**config.mk**
```make
export PLATFORM = sky130hd
export DESIGN_NAME = regfile_2w2r
export DESIGN_NICKNAME = d
export VERILOG_FILES = /design/src/rtl/regfile_pkg.sv /design/src/rtl/regcell.sv /design/src/rtl/regfile_2w2r.sv
export SDC_FILE = /design/constraint.sdc
export NUM_CORES = 1
export LEC_CHECK = 0
export BUFFER_PORTS_ARGS = -buffer_cell sky130_fd_sc_hd__buf_2
export CORE_MARGIN = 2
export CORE_UTILIZATION = 60
export DETAILED_ROUTE_END_ITERATION = 12
export PLACE_DENSITY = 0.84
export SLEW_MARGIN = 20
export SYNTH_ARGS = -nofsm -noshare
export SYNTH_HDL_FRONTEND = slang
export SYNTH_SLANG_ARGS = --single-unit
```
**constraint.sdc**
```tcl
create_clock -name clk -period 3.55 [get_ports clk]
set_input_delay 0.71 -clock clk [delete_from_list [all_inputs] [get_ports clk]]
set_output_delay 0.71 -clock clk [all_outputs]
set_load 0.005 [all_outputs]
```
**src/rtl/regfile_pkg.sv**
```systemverilog
// Shared constants for the two-write/two-read register file.
package regfile_pkg;

    localparam int unsigned DEFAULT_WIDTH = 8;
    localparam int unsigned DEFAULT_DEPTH = 8;

    localparam logic MODE_OVR = 1'b0;
    localparam logic MODE_ACC = 1'b1;

endpackage

```
**src/rtl/regcell.sv**
```systemverilog
// One register word with synchronous reset and enable-qualified load.
module regcell
    import regfile_pkg::*;
#(
    parameter int unsigned WIDTH = DEFAULT_WIDTH
) (
    input  logic             clk,
    input  logic             rst,
    input  logic             en,
    input  logic             wsel,
    input  logic [WIDTH-1:0] d_in,
    output logic [WIDTH-1:0] q_out
);

    logic [WIDTH-1:0] value_d;
    logic [WIDTH-1:0] value_q;

    always_comb begin
        value_d = value_q;
        if (rst) begin
            value_d = '0;
        end else if (en && wsel) begin
            value_d = d_in;
        end
    end

    always_ff @(posedge clk) begin
        value_q <= value_d;
    end

    assign q_out = value_q;

endmodule

```
**src/rtl/regfile_2w2r.sv**
```systemverilog
// Register file with two arbitrated write ports (overwrite/accumulate) and
// two registered write-first read ports.
module regfile_2w2r
    import regfile_pkg::*;
#(
    parameter int unsigned WIDTH = DEFAULT_WIDTH,
    parameter int unsigned DEPTH = DEFAULT_DEPTH,
    parameter int unsigned AW    = $clog2(DEPTH)
) (
    input  logic             clk,
    input  logic             rst,
    input  logic             en,
    input  logic             we1,
    input  logic             mode1,
    input  logic [AW-1:0]    waddr1,
    input  logic [WIDTH-1:0] in1,
    input  logic             we2,
    input  logic             mode2,
    input  logic [AW-1:0]    waddr2,
    input  logic [WIDTH-1:0] in2,
    input  logic [AW-1:0]    raddr1,
    input  logic [AW-1:0]    raddr2,
    output logic [WIDTH-1:0] out1,
    output logic [WIDTH-1:0] out2,
    output logic             collision
);

    logic [WIDTH-1:0] word_q   [DEPTH];
    logic [WIDTH-1:0] word_nxt [DEPTH];
    logic [DEPTH-1:0] wsel;
    logic             coll_hit;
    logic [WIDTH-1:0] rd1_nxt;
    logic [WIDTH-1:0] rd2_nxt;

    logic [WIDTH-1:0] out1_d, out1_q;
    logic [WIDTH-1:0] out2_d, out2_q;
    logic             collision_d, collision_q;

    // Per-word arbitration: port 2 wins a shared address; out-of-range
    // addresses match no word and are therefore dropped.
    always_comb begin
        logic hit1;
        logic hit2;
        wsel     = '0;
        coll_hit = 1'b0;
        hit1     = 1'b0;
        hit2     = 1'b0;
        for (int i = 0; i < int'(DEPTH); i++) begin
            word_nxt[i] = word_q[i];
            hit1 = we1 && (waddr1 == AW'(i));
            hit2 = we2 && (waddr2 == AW'(i));
            if (hit2) begin
                wsel[i]     = 1'b1;
                word_nxt[i] = (mode2 == MODE_ACC) ? word_q[i] + in2 : in2;
            end else if (hit1) begin
                wsel[i]     = 1'b1;
                word_nxt[i] = (mode1 == MODE_ACC) ? word_q[i] + in1 : in1;
            end
            if (hit1 && hit2) begin
                coll_hit = 1'b1;
            end
        end
    end

    // Read muxes tap the post-write values so reads are write-first.
    always_comb begin
        rd1_nxt = '0;
        rd2_nxt = '0;
        for (int i = 0; i < int'(DEPTH); i++) begin
            if (raddr1 == AW'(i)) rd1_nxt = word_nxt[i];
            if (raddr2 == AW'(i)) rd2_nxt = word_nxt[i];
        end
    end

    always_comb begin
        out1_d      = out1_q;
        out2_d      = out2_q;
        collision_d = collision_q;
        if (rst) begin
            out1_d      = '0;
            out2_d      = '0;
            collision_d = 1'b0;
        end else if (en) begin
            out1_d      = rd1_nxt;
            out2_d      = rd2_nxt;
            collision_d = coll_hit;
        end
    end

    always_ff @(posedge clk) begin
        out1_q      <= out1_d;
        out2_q      <= out2_d;
        collision_q <= collision_d;
    end

    for (genvar g = 0; g < int'(DEPTH); g++) begin : g_cell
        regcell #(
            .WIDTH(WIDTH)
        ) u_cell (
            .clk  (clk),
            .rst  (rst),
            .en   (en),
            .wsel (wsel[g]),
            .d_in (word_nxt[g]),
            .q_out(word_q[g])
        );
    end

    assign out1      = out1_q;
    assign out2      = out2_q;
    assign collision = collision_q;

endmodule

```
After elaboration in Yosys (flattened, before gate mapping). Cells that the tools add are included.

Word-level logic and storage cells: 163. Bits in registers: 81. Input port bits: 35.

Reductions and logical operators: 36. Add/sub/neg operators: 16. Equal/unequal tests: 28. Multiplexer cells: 72.

Operators by type and width (count): 8-bit two-way mux (48); 8-bit adder (16); 3-bit == test, second input constant (16); 1-bit logical AND (32); 3-bit by 2-bit == test with 1-bit output, second input constant (8); 1-bit two-way mux (24); 3-bit by 1-bit == test with 1-bit output, second input constant (4); 3-bit zero test (4).

Depth between registers and ports, before layout.
Word-level depth: 12. Depth in mapped cells: 12. Depth with buffers taken out: 12.

Hierarchy. Synthesis repeated with hierarchy kept, for this count alone.

Cell total of the unflattened synthesis: 1620. Area, all modules: 11982.7 µm².

By module, submodules not included: regfile_2w2r (cells an instance 1324, instances 1, area each 9049.9 µm²); regcell (cells an instance 37, instances 8, area each 366.6 µm²).

Least setup slack after synthesis. OpenSTA, ideal clock, no wires.

Kind: input -> register. Start point: in in1[1]. End point: reg out1_q[4] (netlist: out1[4]). Path buffers: 0. Arrival: 3.175 ns. Stages on the path: 10. Path slack: 0.258 ns. Cell sequence: inv_1 -> fa_1 -> nand2b_1 -> a21boi_0 -> o21ai_0 -> a311oi_1 -> o22ai_1 -> mux4_2 -> or2_1 -> a32o_1.

Cells in the longest elaborated chain, start to end: 12. Elaborated cells between the ends (all ways): 40. Classes of those cells: add/sub (8); mux (32).

RTL lines: start, declared (RTL line regfile_2w2r.sv:16) `input logic [WIDTH-1:0] in1,`; 8-bit adder (RTL line regfile_2w2r.sv:57) `word_nxt[i] = (mode1 == MODE_ACC) ? word_q[i] + in1 : in1;`; 8-bit two-way mux (RTL line regfile_2w2r.sv:57); 8-bit two-way mux (RTL line regfile_2w2r.sv:55) `end else if (hit1) begin`; 8-bit two-way mux (RTL line regfile_2w2r.sv:52) `if (hit2) begin`; 8-bit two-way mux (7 in a row) (RTL line regfile_2w2r.sv:70) `if (raddr1 == AW'(i)) rd1_nxt = word_nxt[i];`; 8-bit two-way mux * (RTL line regfile_2w2r.sv:70); end signal, assigned (RTL line regfile_2w2r.sv:91) `out1_q <= out1_d;`; end, declared (RTL line regfile_2w2r.sv:35) `logic [WIDTH-1:0] out1_d, out1_q;`.

Every way passes the cells marked *; elsewhere a longest branch is shown, timed or not. A chain may end at the register's enable or synchronous reset.

Worst setup path in the final report.
Start point: in in1[1]. End point: reg out2_q[6] (netlist: out2[6]).

Cells in the longest elaborated chain, start to end: 12. Elaborated cells between the ends (all ways): 40. Classes of those cells: add/sub (8); mux (32).

RTL lines: 8-bit adder (RTL line regfile_2w2r.sv:57); 8-bit two-way mux (RTL line regfile_2w2r.sv:57); 8-bit two-way mux (RTL line regfile_2w2r.sv:55); 8-bit two-way mux (RTL line regfile_2w2r.sv:52); 8-bit two-way mux (7 in a row) (RTL line regfile_2w2r.sv:71) `if (raddr2 == AW'(i)) rd2_nxt = word_nxt[i];`; 8-bit two-way mux * (RTL line regfile_2w2r.sv:71); end signal, assigned (RTL line regfile_2w2r.sv:92) `out2_q <= out2_d;`; end, declared (RTL line regfile_2w2r.sv:36) `logic [WIDTH-1:0] out2_d, out2_q;`.

Marks and branches as above.

==> results.py <==
metrics = {
    "status": {
        "status": "completed",
    },
    "yosys": {
        "ys.flop_type": "dfxtp_1",
        "syn_area_um2": 11200,
        "synth_seq_cells": 81,
        "synth_cell_types": 87,
        "synth-seq-area-share": 0.1448,
        "synth-edff-count": 0,
        "synth_cells": 1560,
        "synthArstFlopShare": 0,
        "synth.net_count": 1723,
        "synth_area_per_cell_um2": 7.181,
        "ys_warn_count": 0,
    },
    "critical_path": {
        "crit_required_ns": 3.79,
        "cp_top_family": "compound AO/OA/AOI/OAI gates",
        "critPathMaxFanout": 7,
        "path_class": "input pin to register",
        "start_kind": "input pin",
        "slowest_stage": "o211ai_1",
        "path_common_cell": "o21a_1",
        "end_kind": "register",
        "max_stage_delay_ns": 0.55,
        "arrival_ns": 3.64,
        "crit_buf_inv": 3,
        "cp_cell_sequence": "buf_2 > inv_1 > buf_4 > fa_1 > nor2b_1 > o21a_1 > o21a_1 > mux2i_1 > a31oi_1 > o211ai_1 > o311ai_0 > o221ai_1 > o31ai_1",
    },
    "placed_design": {
        "gp_congestion": 1.078,
        "placed_cell_area_um2": 12640,
        "dpl.hpwl_um": 39000,
        "placedCellCount": 1899,
        "port-buffer-count": 51,
        "pre_cts_ws_ns": -0.1254,
    },
    "routing": {
        "via_per_inst": 7.171,
        "post-route-drc-count": 0,
        "wl_per_cell_um": 27.01,
        "drtPass1Iterations": 8,
        "drt_wl_total_um": 51730,
        "vias": 13733,
        "dr.first_iter.drc_count": 2031,
        "ant_nets": 0,
    },
    "die": {
        "start_util": 0.6173,
        "die_area_um2": 19780,
        "fp.dieH_um": 140.6,
        "io_pins": 52,
        "core_area_um2": 18150,
        "rows": 49,
        "fp.dieW_um": 140.6,
    },
    "timing": {
        "rsz0062_at_grt": "false",
        "hold_viol_final": 0,
        "setup_tns_ns": 0,
        "min_period_ns": 3.404,
        "fmax_ghz": 0.2938,
        "layout_setup_ws_ns": 0.1461,
        "setup_violations": 0,
        "hold_slack_ns": 0.4875,
        "finClkSkew_ns": 0.01651,
        "fin_crit_sh": 0.9589,
        "tightest_slew_ns": 1.257,
        "slew_headroom": 0.1592,
        "final_max_slew_viol_count": 0,
    },
    "finish": {
        "layout.cells.non_filler": 1915,
        "multi_input_area_um2": 8962,
        "final_util": 0.7143,
        "area_growth_pct": 15.72,
        "final-seq-area_um2": 1622,
        "design_area_um2": 12960,
        "fill_cells": 1519,
        "layout_commonest_cell": "nor2_1",
        "drive_gt1_frac": 0.1536,
        "diodes": 0,
        "finalNetCount": 1844,
        "mostFrequentLayoutCells": "nor2_1 (170), a21oi_1 (161), buf_4 (145), nand2_1 (126), ha_1 (112)",
    },
    "pwr": {
        "clockPowerShare": 0.335,
        "switchingPower_mw": 1.211,
        "power_mw": 3.144,
        "vdd_drop_max_mv": 0.2589,
        "p_seq_frac": 0.305,
        "powerDensity_nw_per_um2": 242.5,
        "p_leak_nw": 5.438,
        "pwr-share-comb": 0.360,
        "switching_share": 0.3853,
        "intPower_mw": 1.933,
    },
    "clock_tree": {
        "clk-insertion-delay-late_ns": 0.37,
        "numCtsBuffers": 9,
        "clock-sinks": 81,
        "root_buffer": "clkbuf_16",
        "cts_hold_buffers": 0,
        "cts_max_path_buffers": 2,
        "path_clk_slew_ns": 0.07,
        "cts_tree": "done",
        "h-tree-depth": 3,
    },
    "global_routing": {
        "antenna_found_initial": 1,
        "grt_pass1_wl_um": 76570,
        "grt_max_degree": 60,
        "grtUsageTotal": 0.5137,
        "grt_pass1_vias": 12737,
        "grt.overflow.total": 0,
    },
    "job": {
        "maxCapViolations": 0,
    },
    "hold_path": {
        "hold_path_class": "register to register",
    },
}
[layout make-up]
type                            count  area share
Tap cell                          229     0.02210
Sequential cell                    81      0.1251
Inverter                           61     0.01766
Timing Repair Buffer              206      0.1193
Multi-Input combinational cell   1322      0.6914
Clock buffer                       11     0.01950
Clock inverter                      5    0.004923
[path summary, 6_finish.rpt]
path	start	to	cells after the start	slack, ns
min reg2reg	out1[0]	out1[0]	2	0.49
max reg2reg	g_cell[2].u_cell.q_out[1]	out1[5]	9	0.34
max	in1[1]	out2[6]	13	0.15
min	out1[0]	out1[0]	2	0.49
[kinds of logic after synthesis]
family          count (synthesis)  share of synthesized area
flops                          81                     0.1448
simple gates                  542                     0.2349
fa+ha+maj                     128                     0.1537
xor+xnor                       49                    0.03831
compound gates                550                     0.3172
mux                            53                    0.05585
buf+inv                       157                    0.05529
[tightest hold or removal path: cells and delay by family (launching register included)]
kind,cells,cell delay [ns]
and+or+nand+nor,1,0.08
DFF,1,0.31
AOI/OAI and AO/OA,1,0.05
[per-layer routing]
metal / routed length (um) / GRT usage / up-vias / part of all wire
met5: 0 / 0 / - / 0
met4: 4629 / 0.3647 / 0 / 0.089
met3: 8287 / 0.1634 / 331 / 0.16
met2: 20560 / 0.7517 / 1107 / 0.40
met1: 18250 / 0.6387 / 6219 / 0.35
li1: - / - / 6076 / -
[what timing repair did]
| item | in CTS | in global routing |
|---|---|---|
| setup endpoints to repair | 0 | 2 |
| buffers inserted | 0 | 0 |
| endpoints found under the hold margin | 0 | 0 |
| resized for setup | 0 | 2 |
[sequential cells by signal, indices dropped and copies added (netlist names)]
register	count
g_cell.u_cell.q_out	64
out1	8
out2	8
collision	1
[cells in the mapped netlist (17+ instances only)]
master | count | area, um^2
a21o_1 | 22 | 165.2
nor3_1 | 60 | 300.3
inv_1 | 58 | 217.7
a31oi_1 | 19 | 118.9
dfxtp_1 | 81 | 1622
a21oi_1 | 161 | 805.8
mux2i_1 | 34 | 340.3
o22ai_1 | 30 | 187.7
a211oi_1 | 42 | 315.3
o211ai_1 | 22 | 165.2
nor3b_1 | 17 | 127.6
xnor2_1 | 34 | 297.8
nand2_1 | 126 | 473.0
nand3_1 | 41 | 205.2
nor2b_1 | 35 | 219.0
o21ai_0 | 106 | 530.5
nor2_1 | 170 | 638.1
ha_1 | 112 | 1401
clkbuf_1 | 67 | 251.5
or3_1 | 19 | 118.9
[power by group through the flow]
stage               Sequential, mW  Clock [mW]  Combinational, mW
global placement             0.976           0               1.05
global route                 0.959        1.08               1.18
finish                       0.959        1.05               1.13
detailed placement           0.977           0               1.06
CTS                          0.956        1.05               1.07
floorplan                    0.969           0              0.619
Note: power is estimated with default switching activity, not from simulation.
